<file path="config.mk">
export PLATFORM = sky130hd
export DESIGN_NAME = sprite_motion_ctrl
export DESIGN_NICKNAME = d
export VERILOG_FILES = /design/src/rtl/sprite_motion_ctrl.sv
export SDC_FILE = /design/constraint.sdc
export NUM_CORES = 1
export LEC_CHECK = 0
export BUFFER_PORTS_ARGS = -buffer_cell sky130_fd_sc_hd__buf_2
export CAP_MARGIN = 20
export CELL_PAD_IN_SITES_DETAIL_PLACEMENT = 0
export CELL_PAD_IN_SITES_GLOBAL_PLACEMENT = 2
export CORE_MARGIN = 1
export CORE_UTILIZATION = 31
export CTS_BUF_LIST = sky130_fd_sc_hd__clkbuf_8
export DETAILED_ROUTE_END_ITERATION = 12
export PLACE_DENSITY_LB_ADDON = 0.1
export SYNTH_ARGS = -nofsm -noshare
export SYNTH_HDL_FRONTEND = slang
export SYNTH_SLANG_ARGS = --single-unit
</file>
<file path="constraint.sdc">
create_clock -name i_clk -period 2.2 [get_ports i_clk]
set_input_delay 0.33 -clock i_clk [delete_from_list [all_inputs] [get_ports i_clk]]
set_output_delay 0.33 -clock i_clk [all_outputs]
set_load 0.05 [all_outputs]
</file>
<file path="src/rtl/sprite_motion_ctrl.sv">
// sprite_motion_ctrl: once-per-frame bouncing sprite position update, applied during vertical blanking
module sprite_motion_ctrl #(
   parameter int SPRITE_WIDTH  = 128,
   parameter int SPRITE_HEIGHT = 128,
   parameter int ACTIVE_W      = 640,
   parameter int ACTIVE_H      = 480,
   parameter int SCREEN_WIDTH  = 800,
   parameter int SCREEN_HEIGHT = 525,
   parameter int START_X       = 0,
   parameter int START_Y       = 0,
   localparam int HW = $clog2(SCREEN_WIDTH),
   localparam int VW = $clog2(SCREEN_HEIGHT)
) (
   input  logic          i_clk,
   input  logic          i_rst,
   input  logic [HW-1:0] i_hcount,
   input  logic [VW-1:0] i_vcount,
   input  logic          i_enable,
   input  logic [3:0]    i_speed,
   output logic [HW-1:0] o_x,
   output logic [VW-1:0] o_y,
   output logic          o_dir_x,
   output logic          o_dir_y,
   output logic          o_bounce_x,
   output logic          o_bounce_y,
   output logic          o_busy
);
   localparam int MAXX = ACTIVE_W - SPRITE_WIDTH;
   localparam int MAXY = ACTIVE_H - SPRITE_HEIGHT;
   if (SPRITE_WIDTH >= ACTIVE_W || SPRITE_HEIGHT >= ACTIVE_H || START_X > MAXX || START_Y > MAXY) begin : g_bad_params
      $error("sprite_motion_ctrl: sprite size or start position does not fit the active area");
   end
   typedef enum logic [2:0] {IDLE, RUN, UPD_X, UPD_Y, PAUSE} state_t;
   state_t        r_state;
   logic          r_raw_q;
   logic [3:0]    r_speed;
   logic          w_raw, w_tick;
   logic [HW:0]   w_nx;
   logic [VW:0]   w_ny;
   logic          w_hit_x, w_hit_y;
   logic [HW-1:0] w_x_next;
   logic [VW-1:0] w_y_next;
   assign w_raw  = i_hcount == HW'(ACTIVE_W) && i_vcount == VW'(ACTIVE_H);
   assign w_tick = w_raw && !r_raw_q;
   // x uses the live speed (sampled in UPD_X); y reuses that sample so both axes agree
   assign w_nx     = {1'b0, o_x} + (HW+1)'(i_speed);
   assign w_hit_x  = i_speed != 4'd0 && (o_dir_x ? w_nx >= (HW+1)'(MAXX) : o_x <= HW'(i_speed));
   assign w_x_next = o_dir_x ? (w_hit_x ? HW'(MAXX) : w_nx[HW-1:0]) : (w_hit_x ? '0 : o_x - HW'(i_speed));
   assign w_ny     = {1'b0, o_y} + (VW+1)'(r_speed);
   assign w_hit_y  = r_speed != 4'd0 && (o_dir_y ? w_ny >= (VW+1)'(MAXY) : o_y <= VW'(r_speed));
   assign w_y_next = o_dir_y ? (w_hit_y ? VW'(MAXY) : w_ny[VW-1:0]) : (w_hit_y ? '0 : o_y - VW'(r_speed));
   always_ff @(posedge i_clk or posedge i_rst) begin
      if (i_rst) begin
         r_state    <= IDLE;
         r_raw_q    <= 1'b0;
         r_speed    <= '0;
         o_x        <= HW'(START_X);
         o_y        <= VW'(START_Y);
         o_dir_x    <= 1'b1;
         o_dir_y    <= 1'b1;
         o_bounce_x <= 1'b0;
         o_bounce_y <= 1'b0;
         o_busy     <= 1'b0;
      end else begin
         r_raw_q    <= w_raw;
         o_bounce_x <= 1'b0;
         o_bounce_y <= 1'b0;
         case (r_state)
            IDLE: begin
               o_x     <= HW'(START_X);
               o_y     <= VW'(START_Y);
               o_dir_x <= 1'b1;
               o_dir_y <= 1'b1;
               if (i_enable) r_state <= RUN;
            end
            RUN: begin
               if (w_tick) begin
                  r_state <= UPD_X;
                  o_busy  <= 1'b1;
               end else if (!i_enable) begin
                  r_state <= PAUSE;
               end
            end
            UPD_X: begin
               r_speed    <= i_speed;
               o_x        <= w_x_next;
               o_dir_x    <= w_hit_x ? ~o_dir_x : o_dir_x;
               o_bounce_x <= w_hit_x;
               r_state    <= UPD_Y;
            end
            UPD_Y: begin
               o_y        <= w_y_next;
               o_dir_y    <= w_hit_y ? ~o_dir_y : o_dir_y;
               o_bounce_y <= w_hit_y;
               o_busy     <= 1'b0;
               r_state    <= RUN;
            end
            PAUSE: if (i_enable) r_state <= RUN;
            default: r_state <= IDLE;
         endcase
      end
   end
endmodule

</file>
Word-level counts from Yosys, hierarchy flattened. Cells that the tools add are included.

Input port bits: 27. Register bits: 33. Output and inout port bits: 25. Logic and storage cells: 69.

Add/subtract/negate cells: 4. Reductions and logical operators: 16. Muxes and demuxes: 22. Bitwise logic cells: 2. Order comparisons: 4. Eq/ne operators: 11.

Operators with widths (count): 10-bit two-way mux (6); 10-bit case mux with 2 select lines (2); 10-bit by 4-bit adder with 11-bit output (2); 10-bit by 4-bit <= comparator with 1-bit output (2); 10-bit by 4-bit subtractor with 10-bit output (2); 3-bit case mux with 4 select lines (1); 11-bit by 10-bit >= comparator with 1-bit output (second input constant) (1); 11-bit by 9-bit >= comparator with 1-bit output (second input constant) (1); 10-bit == test (second input constant) (1); 10-bit by 9-bit == test with 1-bit output (second input constant) (1); 3-bit two-way mux (3); 2-bit AND reduction (4); 4-bit nonzero test (2); 1-bit two-way mux (7); 3-bit by 2-bit == test with 1-bit output (second input constant) (2); 2-bit inequality test (second input constant) (3); 1-bit case mux with 2 select lines (3); 2-bit nonzero test (3); 1-bit logical AND (4); 3-bit by 1-bit == test with 1-bit output (second input constant) (1); 3-bit == test (second input constant) (1); 3-bit logical NOT (1); 3-bit inequality test (second input constant) (1); 2-bit by 1-bit inequality test with 1-bit output (second input constant) (1); 3 further kinds (4).

Logic depth before layout (Yosys ltp). Gate-level depths: netlist of the first run.

Word-level depth: 7. Mapped depth: 11. Mapped depth without buffers: 11.

Worst setup path after synthesis of the first run. OpenSTA, ideal clock, no wires.

Path kind: flip-flop to flip-flop. From: register o_y[1]. To: register o_y[5]. Data arrival time: 2.648 ns. Cell stages (with the launch flop): 10. Path slack: -0.574 ns. Path buffers: 0. Period minus slack after synthesis: 2.774 ns. Setup time: 0.126 ns. Required time: 2.074 ns. Cells stage by stage: dfrtp_1 -> inv_1 -> fa_1 -> nor2_2 -> o311a_4 -> nand2_1 -> a211o_1 -> a211oi_2 -> o21ai_1 -> a221o_1.

Word-level cells in the longest chain between the ends: 7. Elaborated cells on any way between the ends: 10. Those cells by class: add/sub (2); order compare (2); mux (5); reduce/logical (1).

Ends and longest elaborated chain: start: declaration (line 21) `output logic [VW-1:0] o_y,`; start signal: assignment (line 58) `o_y <= VW'(START_Y);`; start signal: assignment (line 71) `o_y <= VW'(START_Y);`; start signal: assignment (line 92) `o_y <= w_y_next;`; 10-bit by 4-bit adder with 11-bit output (line 49) `assign w_ny = {1'b0, o_y} + (VW+1)'(r_speed);`; 11-bit by 9-bit >= comparator with 1-bit output (line 50) `assign w_hit_y = r_speed != 4'd0 && (o_dir_y ? w_ny >= (VW+1)'(MAXY) : o_y <= VW'(r_speed));`; 1-bit two-way mux (line 50); 1-bit logical AND (line 50); 10-bit two-way mux (line 51) `assign w_y_next = o_dir_y ? (w_hit_y ? VW'(MAXY) : w_ny[VW-1:0]) : (w_hit_y ? '0 : o_y - VW'(r_speed));`; 10-bit two-way mux * (line 51); 10-bit case mux with 2 select lines * (line 68) `case (r_state)`.

Mark *: on every way between the ends. The rest lies on a longest branch, timed or not. A chain may end at the register's enable or synchronous reset.

Final worst setup path of the first run.
From: register r_speed[0]. To: register o_y[5].

Word-level cells in the longest chain between the ends: 7. Elaborated cells on any way between the ends: 11. Those cells by class: add/sub (2); order compare (2); mux (5); reduce/logical (2).

Ends and longest elaborated chain: start: declaration (line 36) `logic [3:0] r_speed;`; start signal: assignment (line 85) `r_speed <= i_speed;`; 10-bit by 4-bit adder with 11-bit output (line 49); 11-bit by 9-bit >= comparator with 1-bit output (line 50); 1-bit two-way mux (line 50); 1-bit logical AND (line 50); 10-bit two-way mux (line 51); 10-bit two-way mux * (line 51); 10-bit case mux with 2 select lines * (line 68).

Marked as above.

==> results of run 1 <==
-- where the power goes --
group | switching (µW) | internal (µW)
registers | 11.5 | 617
logic | 125 | 102
clock network | 247 | 219
total | 383 | 937
-- worst min-delay path by stage --
stage	from	to	slack (ns)	cells after the start
2_1_floorplan	i_enable	r_state[2]$_DFFE_PP0P_	0.40	1
3_3_place_gp	i_rst	o_x[7]$_DFFE_PP0P_	0.46	3
3_5_place_dp	i_rst	o_x[7]$_DFFE_PP0P_	0.46	3
4_1_cts	i_rst	r_state[2]$_DFFE_PP0P_	0.14	3
5_1_grt	i_rst	o_x[9]$_DFFE_PP0P_	0.16	3
6_report	i_rst	o_x[3]$_DFFE_PP0P_	0.13	3
-- registers in the layout, indices dropped and copies added (netlist names) --
register    flops
o_bounce_x      1
o_bounce_y      1
o_busy          1
o_dir_x         1
o_dir_y         1
o_x            10
o_y            10
r_raw_q         1
r_speed         4
r_state         3
-- layout make-up --
type	instances	area, µm²
clock buffers	5	68.8
clock inverters	3	17.5
fillers	845	4310
inverters	22	82.6
multi-input cells	247	1980
flip-flops and latches	33	840
well taps	105	131
repair buffers	125	826
-- layer usage --
layer  global-route usage (%)  vias up  wire length, µm
li1                         -     1388                -
met1                     24.3     1317             3650
met2                     32.1       41             4130
met3                     2.25        7              236
met4                     4.67        0               57
met5                        0        -                0
-- cells by family (layout without fill, tap and decap cells) --
family,Yosys count,after routing,share of synthesized area (%)
buffers and inverters,34,155,5.26
AO/OA/AOI/OAI,93,93,23.7
XOR/XNOR,7,7,2.30
AND/OR/NAND/NOR,121,121,24.7
flip-flops,33,33,31.1
multiplexers,6,6,2.49
adder cells (fa/ha/maj),20,20,10.5
-- per-stage QoR --
| step | TNS [ns] | hold WS (ns) | cell area (µm²) | worst slack, ns |
|---|---|---|---|---|
| 6_report | -3.44 | 0.130 | 3950 | -0.235 |
| 5_1_grt | -6.52 | 0.162 | 3950 | -0.360 |
| 4_1_cts | -3.87 | 0.143 | 3790 | -0.267 |
| 3_5_place_dp | -5.71 | 0.457 | 3570 | -0.349 |
| 3_3_place_gp | -5.59 | 0.458 | 3570 | -0.349 |
| 2_1_floorplan | -2.93 | 0.401 | 2770 | -0.281 |
-- synth_stat cells (all sizes together), types with 5 or more instances --
cell type	number
nor4b	6
buf	6
o22ai	7
nor2	27
nor2b	8
and3	5
nand2b	6
o21ai	27
dfrtp	31
clkbuf	6
ha	16
a21oi	16
a21o	5
inv	22
a211oi	6
xnor2	5
nand2	32
nor3	9
-- timing repair --
item	4_1_cts	5_1_grt
gates cloned	0	0
resized for setup	27	25
pin swaps	20	15
buffers inserted	4	6
setup endpoints to repair	22	24
-- worst max-delay path, cell delays in order, from the launching register on --
cell,delay (ns)
dfrtp_2,0.44
ha_4,0.17
inv_2,0.04
fa_2,0.23
nor2_4,0.04
o311a_4,0.34
a41oi_2,0.20
o21ai_4,0.09
buf_4,0.14
a211oi_2,0.21
o21ai_1,0.08
a221o_1,0.33
==> results_dict.tcl, run 1 <==
set metrics [dict create \
    crit_path_start "r_speed[0]$_DFFE_PP0P_" \
    outcome "finished with violations" \
    drive_gt1_share_pct 47.4 \
    layout.cells.non_filler 540 \
    clock-sinks 33 \
    clkSlewWorstSetupHoldPaths_ns 0.08 \
    critPathRequiredTime_ns 2.38 \
    syn-num-nets 361 \
    core_um2 8260 \
    ant_nets 0 \
    async_flop_share_pct 100 \
    power_uw 1320 \
    root_buffer "clkbuf_8" \
    diodes 0 \
    worst_pin_slew_ns 0.464 \
    synthFlopType "dfrtp_1" \
    ys_seq_area_share_pct 31.1 \
    slew_violations 0 \
    max_freq_ghz 0.411 \
    die_w_um 94.7 \
    maxCapViolCount 0 \
    p_leak_uw 0.00186 \
    grt_first_pass_wirelength_um 12900 \
    post-dp-hpwl_um 6030 \
    timing.final.ws_setup_ns -0.235 \
    viasPerCell 5.10 \
    layout.cells.most_common "buf_4" \
    antenna_found_initial 0 \
    drtPass1Iterations 4 \
    syn_to_final_growth_pct 48.1 \
    synth_top_area_cell "dfrtp_1" \
    grt_overflow_total 0 \
    die_h_um 94.7 \
    skew_ns 0.00984 \
    dieArea_um2 8970 \
    initial_utilization_pct 32.3 \
    crit_arrival_ns 2.62 \
    clockBufferDepth 2 \
    synth_cell_types 63 \
    place.gp.congestion 0.816 \
    drc 0 \
    vias 2753 \
    avgSynthCellArea_um2 8.48 \
    wl_per_cell_um 15.0 \
    worstReg2RegEnd "o_y[5]$_DFFE_PP0P_" \
    ys.warnings.count 0 \
    fin_util_pct 47.8 \
    postCtsHoldBufs 0 \
    layout_common_cells "buf_4, buf_2, nand2_1" \
    cts_tree "built" \
    cts.htree.levels 2 \
    fp-row-count 33 \
    netlist.area_leader.share_pct 29.1 \
    ys_top_cells_by_area "dfrtp_1, ha_1, nand2_1" \
    cp_max_fo 5 \
    grt_max_degree 34 \
    hp-class "input pin to asynchronous set/reset pin" \
    setup_viol 23 \
    violations "setup timing" \
    first_global_vias 2687 \
    drt-total-wl_um 8080 \
    clock_latency_ns 0.29 \
    irDropWorstVdd_mv 0.168 \
    cellPowerDensity_nw_per_um2 334 \
    endpoint "o_y[5]$_DFFE_PP0P_" \
    max_slew_margin_pct 69.1 \
    reg2reg_depth 11 \
    syn_inst 314 \
    synth-edff-count 0 \
    r2r_start "r_speed[0]$_DFFE_PP0P_" \
    buffer_ports.inserted 51 \
    crit_type "register to register" \
    finalHoldViolations 0 \
    rsz0062_at_grt "true" \
    netlist_area_um2 2660 \
    track_usage_pct 18.5 \
    start_kind "register" \
    first_iter_violations 99 \
    period_share_pct 111 \
    end_kind "register" \
    finalNetCount 481 \
    ios 52 \
    min_period_ns 2.43 \
    numCtsBuffers 5 \
    place_inst 522 \
    worst-r2r-setup-slack_ns -0.23 \
    synth_seq_cells 33 \
]
No activity file was read; power rests on OpenSTA's default activity.
==> inputs of run 2 (changes only) <==
--- a/config.mk
+++ b/config.mk
@@ -5,12 +5,13 @@
 export SDC_FILE = /design/constraint.sdc
 export NUM_CORES = 1
 export LEC_CHECK = 0
+export ABC_AREA = 1
 export BUFFER_PORTS_ARGS = -buffer_cell sky130_fd_sc_hd__buf_2
 export CAP_MARGIN = 20
 export CELL_PAD_IN_SITES_DETAIL_PLACEMENT = 0
 export CELL_PAD_IN_SITES_GLOBAL_PLACEMENT = 2
 export CORE_MARGIN = 1
-export CORE_UTILIZATION = 31
+export CORE_UTILIZATION = 28
 export CTS_BUF_LIST = sky130_fd_sc_hd__clkbuf_8
 export DETAILED_ROUTE_END_ITERATION = 12
 export PLACE_DENSITY_LB_ADDON = 0.1
==> results_dict.tcl, run 2 <==
set metrics [dict create \
    outcome "finished, final reports clean" \
    viasPerCell 4.73 \
    synth.most_common_cell "nand2_1" \
    clkSlewWorstSetupHoldPaths_ns 0.08 \
    hp-class "input pin to asynchronous set/reset pin" \
    synth-edff-count 0 \
    first_global_vias 2814 \
    diodes 0 \
    cp_max_fo 4 \
    crit_arrival_ns 2.38 \
    worst_pin_slew_ns 0.761 \
    netlist_area_um2 2830 \
    maxCapViolCount 0 \
    root_buffer "clkbuf_8" \
    grt_overflow_total 0 \
    post-dp-hpwl_um 6870 \
    netlist.area_leader.share_pct 27.4 \
    die_h_um 102 \
    drive_gt1_share_pct 37.9 \
    ys_seq_area_share_pct 29.3 \
    synth_top_area_cell "dfrtp_1" \
    irDropWorstVdd_mv 0.334 \
    path_cells "inv_2 -> ha_4 -> inv_2 -> fa_2 -> nand2_1 -> nand2_1 -> nand2_2 -> nand2_2 -> o21ai_2 -> nand4_1 -> a21oi_2 -> buf_4 -> nand2_4 -> o211ai_1 -> o21ai_1" \
    cpPeakStageDelay_ns 0.42 \
    layout.cells.most_common "nand2_1" \
    ys_top_cells_by_area "dfrtp_1, nand2_1, ha_1" \
    avgSynthCellArea_um2 6.63 \
    die_w_um 102 \
    max_freq_ghz 0.456 \
    crit_type "register to register" \
    critPathTopFamily "adder cells" \
    rsz0062_at_grt "true" \
    worst-r2r-setup-slack_ns 0.005 \
    cellPowerDensity_nw_per_um2 517 \
    critical_path_buf_inv_count 3 \
    max_slew_margin_pct 48.8 \
    vias 3129 \
    core_um2 9770 \
    layout_common_cells "nand2_1, buf_2, buf_4" \
    clock-sinks 33 \
    clock_latency_ns 0.30 \
    worst_hold_slack_ns 0.141 \
    min_period_ns 2.20 \
    ant_nets 0 \
    synth_seq_cells 33 \
    syn_inst 426 \
    period_share_pct 99.8 \
    setup_viol 0 \
    p_leak_uw 0.00200 \
    grt_first_pass_wirelength_um 14400 \
    initial_utilization_pct 28.9 \
    cts.htree.levels 2 \
    track_usage_pct 18.2 \
    dieArea_um2 10500 \
    ys.warnings.count 0 \
    drtPass1Iterations 4 \
    buffer_ports.inserted 51 \
    skew_ns 0.00866 \
    worstReg2RegEnd "o_x[4]$_DFFE_PP0P_" \
    clockBufferDepth 2 \
    slowest_stage "dfrtp_2" \
    slew_violations 0 \
    grt_max_degree 34 \
    synth_cell_types 33 \
    async_flop_share_pct 100 \
    place.gp.congestion 0.871 \
    syn_to_final_growth_pct 39.9 \
    finalHoldViolations 0 \
    r2r_start "o_x[0]$_DFFE_PP0P_" \
    finalNetCount 574 \
    reg2reg_depth 15 \
    fp-row-count 36 \
    drt-total-wl_um 9170 \
    critPathRequiredTime_ns 2.38 \
    fin_tns_setup_ns 0 \
    syn-num-nets 473 \
    start_kind "register" \
    wl_per_cell_um 13.9 \
    first_iter_violations 139 \
    numCtsBuffers 5 \
    antenna_found_initial 0 \
    layout.cells.non_filler 661 \
    ios 52 \
    reg_top3 "o_x x10, o_y x10, r_speed x4" \
    synth_common_cells "nand2_1, inv_1, nor2_1" \
    place_inst 639 \
    synthFlopType "dfrtp_1" \
    end_kind "register" \
    drc 0 \
    cts_tree "built" \
]
-- run 2: changes by cell type after synthesis, moves of 7 or more --
cell | previous run | this run
o21ai_0 | 19 | 29
inv_1 | 22 | 50
nand4_1 | 4 | 12
nand3_1 | 2 | 36
nor2b_1 | 8 | 0
nor2_1 | 25 | 45
nand2_1 | 32 | 120
nand2_2 | 0 | 7
-- run 2: timing repair --
item                       in CTS  in global routing
setup buffers                   0                 13
hold buffers                    0                  0
gates resized for setup         7                 70
cloned                          1                  0
setup endpoints to repair       9                 24
pin swaps                       2                 30
-- run 2: metal layers --
layer	wire (µm)	part of all wire [%]	global-route usage [%]
met5	0	0	0
met4	72	0.78	3.63
met3	407	4.4	2.39
met2	3960	43	26.4
met1	4730	52	28.3
-- run 2: logic make-up after synthesis --
| group | share of synthesized area [%] |
|---|---|
| AND/OR/NAND/NOR | 39.4 |
| buffers and inverters | 9.87 |
| AO/OA/AOI/OAI | 9.83 |
| flip-flops | 29.3 |
| adder cells (fa/ha/maj) | 9.92 |
| XOR/XNOR | 1.24 |
| multiplexers | 0.398 |
-- run 2: area by class of cell --
cell class	instances	area (µm²)
fill	1056	5820
multi-input combinational	327	1990
sequential	33	836
timing repair buffer	102	653
inverter	58	218
tap	133	166
clock buffer	5	68.8
clock inverter	3	17.5
-- run 2: worst reg2reg max path, delay by kind of cell (launching register included) --
family                     cells  cell delay, ns
AOI/OAI and AO/OA              4            0.41
adders and majority gates      2            0.52
buffers and inverters          3            0.27
DFF                            1            0.42
and+or+nand+nor                6            0.47
-- run 2: worst max path at each step --
| stage | start | endpoint | cells past startpoint |
|---|---|---|---|
| 6_report | o_x[0]$_DFFE_PP0P_ | o_x[4]$_DFFE_PP0P_ | 15 |
| 3_5_place_dp | o_x[0]$_DFFE_PP0P_ | o_x[6]$_DFFE_PP0P_ | 14 |
| 5_1_grt | r_speed[0]$_DFFE_PP0P_ | o_y[1]$_DFFE_PP0P_ | 17 |
| 2_1_floorplan | o_y[0]$_DFFE_PP0P_ | o_y[5]$_DFFE_PP0P_ | 17 |
| 4_1_cts | o_x[0]$_DFFE_PP0P_ | o_x[9]$_DFFE_PP0P_ | 16 |
| 3_3_place_gp | o_x[0]$_DFFE_PP0P_ | o_x[6]$_DFFE_PP0P_ | 14 |
-- run 2: per-stage QoR --
step / area (µm²) / power (µW) / setup WS, ns / utilization (%)
floorplan: 2850 / 1160 / 0.0180 / -
global placement: 3490 / 1400 / -0.0266 / 35.8
detailed placement: 3490 / 1400 / -0.0908 / 35.8
CTS: 3600 / 1900 / 0.000250 / 36.8
global route: 3950 / 2200 / -0.122 / 40.5
finish: 3950 / 2040 / 0.00478 / 40.5
-- run 2: power breakdown --
group	leakage (µW)	switching (µW)	total, µW	internal, µW
clock	0.0000439	267	486	219
sequential	0.000427	65.7	716	650
combinational	0.00152	538	843	304
